File: src/rtl/hazard_stall_if.sv
// Hazard/stall control bundle between the pipeline and
// hazard_stall_unit: ID/EX hazard info in, stage controls out.
interface hazard_stall_if #(
  parameter int CNT_W = 32
);
  logic [4:0]       id_rs1;
  logic [4:0]       id_rs2;
  logic             id_uses_rs1;
  logic             id_uses_rs2;
  logic [4:0]       idex_rd;
  logic             idex_mem_read;
  logic             idex_multicycle;
  logic             branch_taken;
  logic             pc_write;
  logic             ifid_write;
  logic             idex_bubble;
  logic             idex_hold;
  logic             exmem_bubble;
  logic             ifid_flush;
  logic             idex_flush;
  logic             mc_busy;
  logic             mc_done;
  logic [CNT_W-1:0] stall_cycles;
  logic [CNT_W-1:0] flush_count;

  modport master (
    output id_rs1, id_rs2,
    output id_uses_rs1, id_uses_rs2,
    output idex_rd, idex_mem_read,
    output idex_multicycle, branch_taken,
    input  pc_write, ifid_write,
    input  idex_bubble, idex_hold,
    input  exmem_bubble,
    input  ifid_flush, idex_flush,
    input  mc_busy, mc_done,
    input  stall_cycles, flush_count
  );

  modport slave (
    input  id_rs1, id_rs2,
    input  id_uses_rs1, id_uses_rs2,
    input  idex_rd, idex_mem_read,
    input  idex_multicycle, branch_taken,
    output pc_write, ifid_write,
    output idex_bubble, idex_hold,
    output exmem_bubble,
    output ifid_flush, idex_flush,
    output mc_busy, mc_done,
    output stall_cycles, flush_count
  );
endinterface

File: src/rtl/hazard_stall_unit.sv
// Load-use / multi-cycle stall and branch flush control for
// the 5-stage pipeline, with saturating stall/flush counters.
module hazard_stall_unit #(
  parameter int MC_LATENCY = 4,
  parameter int CNT_W      = 32
) (
  input logic          clk,
  input logic          reset,
  hazard_stall_if.slave hz
);
  localparam int CW = $clog2(MC_LATENCY) + 1;
  localparam logic [CW-1:0] CNT_INIT =
    (MC_LATENCY > 1) ? CW'(MC_LATENCY - 2) : '0;

  typedef enum logic {RUN, MC_WAIT} state_t;

  state_t           state, nxt_state;
  logic [CW-1:0]    cnt, nxt_cnt;
  logic [CNT_W-1:0] stall_q, flush_q;

  logic pc_write, ifid_write;
  logic idex_bubble, idex_hold;
  logic exmem_bubble, mc_done;
  logic ifid_flush, idex_flush;
  logic load_use, rs1_hit, rs2_hit;

  assign rs1_hit = hz.id_uses_rs1 &&
                   (hz.id_rs1 == hz.idex_rd);
  assign rs2_hit = hz.id_uses_rs2 &&
                   (hz.id_rs2 == hz.idex_rd);
  assign load_use = hz.idex_mem_read &&
                    (hz.idex_rd != 5'd0) &&
                    (rs1_hit || rs2_hit);

  always_comb begin
    pc_write     = 1'b1;
    ifid_write   = 1'b1;
    idex_bubble  = 1'b0;
    idex_hold    = 1'b0;
    exmem_bubble = 1'b0;
    ifid_flush   = 1'b0;
    idex_flush   = 1'b0;
    mc_done      = 1'b0;
    nxt_state    = state;
    nxt_cnt      = cnt;
    if (!reset) begin
      unique case (state)
        RUN: begin
          if (hz.branch_taken) begin
            ifid_flush = 1'b1;
            idex_flush = 1'b1;
          end else if (hz.idex_multicycle &&
                       (MC_LATENCY > 1)) begin
            pc_write     = 1'b0;
            ifid_write   = 1'b0;
            idex_hold    = 1'b1;
            exmem_bubble = 1'b1;
            nxt_cnt      = CNT_INIT;
            nxt_state    = MC_WAIT;
          end else if (load_use) begin
            pc_write    = 1'b0;
            ifid_write  = 1'b0;
            idex_bubble = 1'b1;
          end
        end
        MC_WAIT: begin
          if (cnt != '0) begin
            pc_write     = 1'b0;
            ifid_write   = 1'b0;
            idex_hold    = 1'b1;
            exmem_bubble = 1'b1;
            nxt_cnt      = cnt - CW'(1);
          end else begin
            mc_done   = 1'b1;
            nxt_state = RUN;
          end
        end
        default: nxt_state = RUN;
      endcase
    end
  end

  always_ff @(posedge clk) begin
    if (reset) begin
      state <= RUN;
      cnt   <= '0;
    end else begin
      state <= nxt_state;
      cnt   <= nxt_cnt;
    end
  end

  // counters stick at all-ones rather than wrapping
  always_ff @(posedge clk) begin
    if (reset) begin
      stall_q <= '0;
      flush_q <= '0;
    end else begin
      if (!pc_write && (stall_q != '1))
        stall_q <= stall_q + CNT_W'(1);
      if (ifid_flush && (flush_q != '1))
        flush_q <= flush_q + CNT_W'(1);
    end
  end

  assign hz.pc_write     = pc_write;
  assign hz.ifid_write   = ifid_write;
  assign hz.idex_bubble  = idex_bubble;
  assign hz.idex_hold    = idex_hold;
  assign hz.exmem_bubble = exmem_bubble;
  assign hz.ifid_flush   = ifid_flush;
  assign hz.idex_flush   = idex_flush;
  assign hz.mc_busy      = (state == MC_WAIT);
  assign hz.mc_done      = mc_done;
  assign hz.stall_cycles = stall_q;
  assign hz.flush_count  = flush_q;
endmodule
File: src/flat_wrapper.sv
// flat-port wrapper written by rule: the top's interface ports become plain ports
module hazard_stall_unit_flat 
#(
  parameter int MC_LATENCY = 4,
  parameter int CNT_W      = 32
)
  (clk, reset, hz_id_rs1, hz_id_rs2, hz_id_uses_rs1, hz_id_uses_rs2, hz_idex_rd, hz_idex_mem_read, hz_idex_multicycle, hz_branch_taken, hz_pc_write, hz_ifid_write, hz_idex_bubble, hz_idex_hold, hz_exmem_bubble, hz_ifid_flush, hz_idex_flush, hz_mc_busy, hz_mc_done, hz_stall_cycles, hz_flush_count);
  hazard_stall_if #(.CNT_W(CNT_W)) hz_i ();
  input logic clk;
  input logic reset;
  input wire logic [$bits(hz_i.id_rs1)-1:0] hz_id_rs1;
  input wire logic [$bits(hz_i.id_rs2)-1:0] hz_id_rs2;
  input wire logic [$bits(hz_i.id_uses_rs1)-1:0] hz_id_uses_rs1;
  input wire logic [$bits(hz_i.id_uses_rs2)-1:0] hz_id_uses_rs2;
  input wire logic [$bits(hz_i.idex_rd)-1:0] hz_idex_rd;
  input wire logic [$bits(hz_i.idex_mem_read)-1:0] hz_idex_mem_read;
  input wire logic [$bits(hz_i.idex_multicycle)-1:0] hz_idex_multicycle;
  input wire logic [$bits(hz_i.branch_taken)-1:0] hz_branch_taken;
  output wire logic [$bits(hz_i.pc_write)-1:0] hz_pc_write;
  output wire logic [$bits(hz_i.ifid_write)-1:0] hz_ifid_write;
  output wire logic [$bits(hz_i.idex_bubble)-1:0] hz_idex_bubble;
  output wire logic [$bits(hz_i.idex_hold)-1:0] hz_idex_hold;
  output wire logic [$bits(hz_i.exmem_bubble)-1:0] hz_exmem_bubble;
  output wire logic [$bits(hz_i.ifid_flush)-1:0] hz_ifid_flush;
  output wire logic [$bits(hz_i.idex_flush)-1:0] hz_idex_flush;
  output wire logic [$bits(hz_i.mc_busy)-1:0] hz_mc_busy;
  output wire logic [$bits(hz_i.mc_done)-1:0] hz_mc_done;
  output wire logic [$bits(hz_i.stall_cycles)-1:0] hz_stall_cycles;
  output wire logic [$bits(hz_i.flush_count)-1:0] hz_flush_count;
  assign hz_i.id_rs1 = hz_id_rs1;
  assign hz_i.id_rs2 = hz_id_rs2;
  assign hz_i.id_uses_rs1 = hz_id_uses_rs1;
  assign hz_i.id_uses_rs2 = hz_id_uses_rs2;
  assign hz_i.idex_rd = hz_idex_rd;
  assign hz_i.idex_mem_read = hz_idex_mem_read;
  assign hz_i.idex_multicycle = hz_idex_multicycle;
  assign hz_i.branch_taken = hz_branch_taken;
  assign hz_pc_write = hz_i.pc_write;
  assign hz_ifid_write = hz_i.ifid_write;
  assign hz_idex_bubble = hz_i.idex_bubble;
  assign hz_idex_hold = hz_i.idex_hold;
  assign hz_exmem_bubble = hz_i.exmem_bubble;
  assign hz_ifid_flush = hz_i.ifid_flush;
  assign hz_idex_flush = hz_i.idex_flush;
  assign hz_mc_busy = hz_i.mc_busy;
  assign hz_mc_done = hz_i.mc_done;
  assign hz_stall_cycles = hz_i.stall_cycles;
  assign hz_flush_count = hz_i.flush_count;
  hazard_stall_unit #(.MC_LATENCY(MC_LATENCY), .CNT_W(CNT_W)) u_core (.clk(clk), .reset(reset), .hz(hz_i));
endmodule
File: config.mk
export PLATFORM = sky130hd
export DESIGN_NAME = hazard_stall_unit_flat
export DESIGN_NICKNAME = d
export VERILOG_FILES = /design/src/rtl/hazard_stall_if.sv /design/src/rtl/hazard_stall_unit.sv /design/src/flat_wrapper.sv
export SDC_FILE = /design/constraint.sdc
export NUM_CORES = 1
export LEC_CHECK = 0
export ABC_AREA = 1
export CAP_MARGIN = 20
export CORE_ASPECT_RATIO = 1.25
export CORE_MARGIN = 2
export CORE_UTILIZATION = 25
export DETAILED_ROUTE_END_ITERATION = 8
export GPL_TIMING_DRIVEN = 1
export PLACE_DENSITY_LB_ADDON = 0.1
export SLEW_MARGIN = 40
export SYNTH_ARGS = -nofsm -noshare
export SYNTH_HDL_FRONTEND = slang
export SYNTH_SLANG_ARGS = --single-unit
export TNS_END_PERCENT = 10
File: constraint.sdc
create_clock -name clk -period 4.14 [get_ports clk]
set_input_delay 0.828 -clock clk [delete_from_list [all_inputs] [get_ports clk]]
set_output_delay 0.828 -clock clk [all_outputs]
set_load 0.02 [all_outputs]
# ---- After elaboration in Yosys (flattened, before gate mapping)
# Index checks and enable logic that the tools add are counted.
dict set report word_totals {
  reg_bits 68
  inputBits 22
  elab_cells 51
}
dict set report classes {
  add_sub_neg 3
  n_eq_ne 7
  muxes 25
  bitwise 1
  n_reduce_logical 11
}
# operator count
set ops {}
lappend ops {{$add A32 B1 Y32 const B} 2}
lappend ops {{$ne A32 B32 Y1 const B} 2}
lappend ops {{$mux W1} 19}
lappend ops {{$eq A5 B5 Y1} 2}
lappend ops {{$mux W3} 3}
lappend ops {{$logic_and A1 B1 Y1} 6}
lappend ops {{$ne A2 B2 Y1 const B} 3}
lappend ops {{$pmux W3 S2} 1}
lappend ops {{$reduce_bool A5 Y1} 1}
lappend ops {{$pmux W1 S2} 2}
lappend ops {{$reduce_and A3 Y1} 1}
lappend ops {{$reduce_bool A3 Y1} 1}
lappend ops {{$sub A3 B1 Y3 const B} 1}
lappend ops {{$logic_not A1 Y1} 1}
lappend ops {{$logic_or A1 B1 Y1} 1}
lappend ops {{$not A1 Y1} 1}

# ---- Logic depth before layout (Yosys ltp)
dict set report logic_depth {
  ltp_word 11
  ltp_mapped 12
}

# ---- Least setup slack after synthesis
# Ideal clock, no wire load.
dict set report synth_timing {
  path_kind {input -> output}
  start {input port reset}
  end {output port hz_idex_bubble}
  t_arrival_ps 1946
  required_time_ps 3312
  slack_ps 1366
  cell_stages 3
  path_buffers 2
  path_cell_list {clkbuf_1 > clkbuf_1 > nor4_1}
}
dict set report synth_between {
  elab_chain_cells 1
}
# element line_no
set synth_lines {}
lappend synth_lines {{start, declared} flat_wrapper.sv:10} ;# input logic reset;
lappend synth_lines {{$mux W1} hazard_stall_unit.sv:46} ;# if (!reset) begin
lappend synth_lines {{end, declared} flat_wrapper.sv:21} ;# output wire logic [$bits(hz_i.idex_bubble)-1:0] hz_idex_bubble;
# Every way passes these cells.

# ---- Worst setup path after layout
dict set report layout_timing {
  start {input port hz_idex_rd[0]}
  end {output port hz_idex_bubble}
}
dict set report layout_between {
  elab_chain_cells 9
}
# element line_no
set layout_lines {}
lappend layout_lines {{start, declared} flat_wrapper.sv:15} ;# input wire logic [$bits(hz_i.idex_rd)-1:0] hz_idex_rd;
lappend layout_lines {{$eq A5 B5 Y1, on equally long branches} {hazard_stall_unit.sv:28, hazard_stall_unit.sv:30}}
lappend layout_lines {{$logic_and A1 B1 Y1, on equally long branches} {hazard_stall_unit.sv:27, hazard_stall_unit.sv:29}}
lappend layout_lines {{$logic_or A1 B1 Y1} hazard_stall_unit.sv:33} ;# (rs1_hit || rs2_hit);
lappend layout_lines {{$logic_and A1 B1 Y1 (*)} hazard_stall_unit.sv:32} ;# (hz.idex_rd != 5'd0) &&
lappend layout_lines {{$mux W1 (*)} hazard_stall_unit.sv:60} ;# end else if (load_use) begin
lappend layout_lines {{$mux W1 (*)} hazard_stall_unit.sv:52} ;# end else if (hz.idex_multicycle &&
lappend layout_lines {{$mux W1 (*)} hazard_stall_unit.sv:49} ;# if (hz.branch_taken) begin
lappend layout_lines {{$mux W1 (*)} hazard_stall_unit.sv:47} ;# unique case (state)
lappend layout_lines {{$mux W1 (*)} hazard_stall_unit.sv:46}
# Every way passes the cells marked *; elsewhere a longest branch is shown, timed or not.

==> run summary <==
Die Width -> 126 um
Via Count -> 4906
syn_area_per_cell -> 6.13 sq um
number of global-route vias before repair -> 4844
initial antenna violation count -> 0
CTS sink count -> 68
core area -> 0.0182 sq mm
die area -> 0.0197 sq mm
Setup WS pre-CTS -> 0.567 ns
cell repeated most along the worst path -> nand2_1
yosys warns -> 0
dpl hpwl -> 11500 um
Slowest-stage cell, CP -> clkdlybuf4s50_1
FMAX -> 0.283 GHz
top post-synthesis cells by area -> dfxtp_1, nand2_1, nor2_1, a21oi_1, nand4_1
worst r2r src -> u_core.hz.flush_count[0]
clk slew on worst S/H paths -> 0.05 ns
crit path kind -> input pin to primary output
Buf+Inv Stages, Crit Path -> 3
R2R Path End -> u_core.hz.flush_count[13]
setup TNS -> 0 ns
Final WS setup -> 0.610 ns
total of max-cap violations -> 0
Post-synth ARST share -> 0%
startpoint types -> input pin
Initial DRC Count -> 218
layout cells sized above 1 -> 5.09%
worst-margin pin slew -> 0.699 ns
post-route ant nets -> 0
Register-to-Register Setup Slack -> 1.79 ns
largest net degree at the start of global routing -> 60
placed cells -> 1057
Final Max Tran Viols -> 0
Leak -> 2.15 nW
final setup fails -> 0
Root Driver -> clkbuf_16
drt drc -> 0
Syn Nets -> 783
r2r worst-path depth -> 10
number of enable flip-flop cells after synthesis -> 0
critical path, cell by cell -> clkdlybuf4s50_1, inv_1, nand2_1, nand2_1, nor2_1, nand3_1, nand2_1, nand2_1, nor4_1, clkdlybuf4s50_1
routed len/inst -> 14.6 um
crit-path max cell delay -> 0.65 ns
critical path capture point -> hz_idex_bubble
Finished Layout Cells -> 1072
HP Class -> flip-flop to flip-flop
final hold vios -> 0
crit path DAT -> 2.70 ns
gr usage total -> 16.1%
number of distinct library cells after synthesis -> 31
diode count -> 0
Top FF cell, synth -> dfxtp_1
io pins -> 95
status -> finished, final reports clean
most instantiated cells after synthesis -> nand2_1, nor2_1, dfxtp_1
Area Growth Syn to Fin -> 29.6%
pwr dens -> 264 mW/mm^2
CTS tree -> done
Worst Setup End Kind -> primary output
Setup crit start -> hz_idex_rd[0]
CTS H-tree depth -> 3
Rel. slew slack -> 53.4%
cts repair resizes -> 0
hold slack final -> 0.476 ns
Post-Syn Area -> 0.00464 sq mm
crit-path max FO -> 3
Bufs on Longest Clock Path -> 2
Synth top area share -> 29.3%
first-pass GRT wire length -> 25200 um
DRT Pass-1 Iters -> 5
nets -> 866
clk_lat worst skew -> 0.35 ns
Vias/cell -> 4.58
IO Port Bufs -> 94
Site Rows -> 55
sequential fraction of the synthesis area -> 29.3%
Worst EP required -> 3.31 ns
total CTS buffers -> 9
leading cell type by number of instances after synthesis -> nand2_1
hold buffers post-CTS -> 0
Synth area leader -> dfxtp_1
Syn Inst Count -> 757
hold path depth -> 2
DRT Wirelength -> 15600 um
Setup Skew -> 0.00638 ns
flops & latches, synth -> 68
final global-route overflow total -> 0
CP top delay family -> buffers and inverters
post-layout min period -> 3.53 ns
Final GP Congestion -> 0.827
setup bufs post-CTS -> 0
Die Y -> 156 um
worst vdd ir -> 0.177 mV
RSZ-0062 raised after global routing -> false
crit share post-route -> 85.3%
Initial Utilization -> 25.6%
CP Depth -> 10
==> where the power goes <==
part           internal (mW)  switching, mW
Combinational         0.0514         0.0908
Sequential             0.660        0.00628
Clock                  0.476          0.306
Total                   1.19          0.403
==> kinds of logic (layout without fill, tap and decap cells) <==
group                      count (synthesis)  after routing  share of synthesized area, %
DFF                                       68             68                          29.3
xor gates and xnor gates                  38             38                          7.17
buffers and inverters                     94            181                          9.30
and+or+nand+nor                          485            485                          45.8
AOI/OAI and AO/OA                         68             68                          7.33
adders and majority gates                  4              4                          1.08
==> placed cells by master (no fill, tap or decap), types with 4 or more instances in the layout <==
cell type | Yosys | routed
nand3b_1 | 15 | 15
nand2_1 | 280 | 280
nor2_1 | 103 | 103
a21oi_1 | 63 | 63
clkdlybuf4s50_1 | 0 | 93
clkbuf_16 | 0 | 9
nand4_1 | 40 | 40
nor3_1 | 9 | 9
xnor2_1 | 10 | 10
xor2_1 | 28 | 28
dfxtp_1 | 68 | 68
nor3_2 | 5 | 5
inv_1 | 62 | 62
nand3_1 | 19 | 19
ha_1 | 4 | 4
buf_4 | 3 | 6
==> worst min path at each step <==
stage	slack, ns	start	endpoint
5_1_grt	0.52	u_core.cnt[0]	u_core.cnt[0]
3_5_place_dp	0.47	u_core.cnt[1]	u_core.cnt[1]
6_report	0.48	u_core.cnt[1]	u_core.cnt[1]
4_1_cts	0.48	u_core.cnt[1]	u_core.cnt[1]
3_3_place_gp	0.46	u_core.cnt[1]	u_core.cnt[1]
2_1_floorplan	0.45	u_core.cnt[1]	u_core.cnt[1]
==> worst reg2reg max path, stage by stage, from the launching register on <==
cell	delay (ns)
dfxtp_1	0.44
ha_1	0.22
nand2_2	0.09
nor2_1	0.25
nand2_2	0.14
nor2_4	0.16
nand4_4	0.15
nand2_4	0.34
inv_4	0.21
nand2_1	0.14
a21oi_1	0.06
==> sequential cells by signal, summed over array words and instances, names as in the netlist <==
name / count
u_core.cnt: 3
u_core.hz.flush_count: 32
u_core.hz.mc_busy: 1
u_core.hz.stall_cycles: 32
==> per-stage QoR <==
stage	power (mW)	utilization (%)	cell area, sq um
floorplan	0.773	-	4640
global route	1.66	33.1	6020
detailed placement	0.825	31.5	5730
global placement	0.826	31.5	5730
CTS	1.62	33.1	6020
finish	1.59	33.1	6020
==> final cells by class <==
cell class	count	area, sq um
Sequential cell	68	1360
Inverter	66	250
Fill cell	2071	12100
Timing Repair Buffer	100	981
Multi-Input combinational cell	595	2850
Tap cell	228	285
Clock inverter	5	52.6
Clock buffer	10	239
==> per-layer routing <==
layer | vias up | wire length, um | track usage [%]
met5 | - | 0 | 0
met4 | 0 | 457 | 7.22
met3 | 25 | 464 | 2.12
met2 | 92 | 8310 | 30.9
met1 | 2212 | 6380 | 17.3
li1 | 2577 | - | -
(Power assumes the default switching activity.)
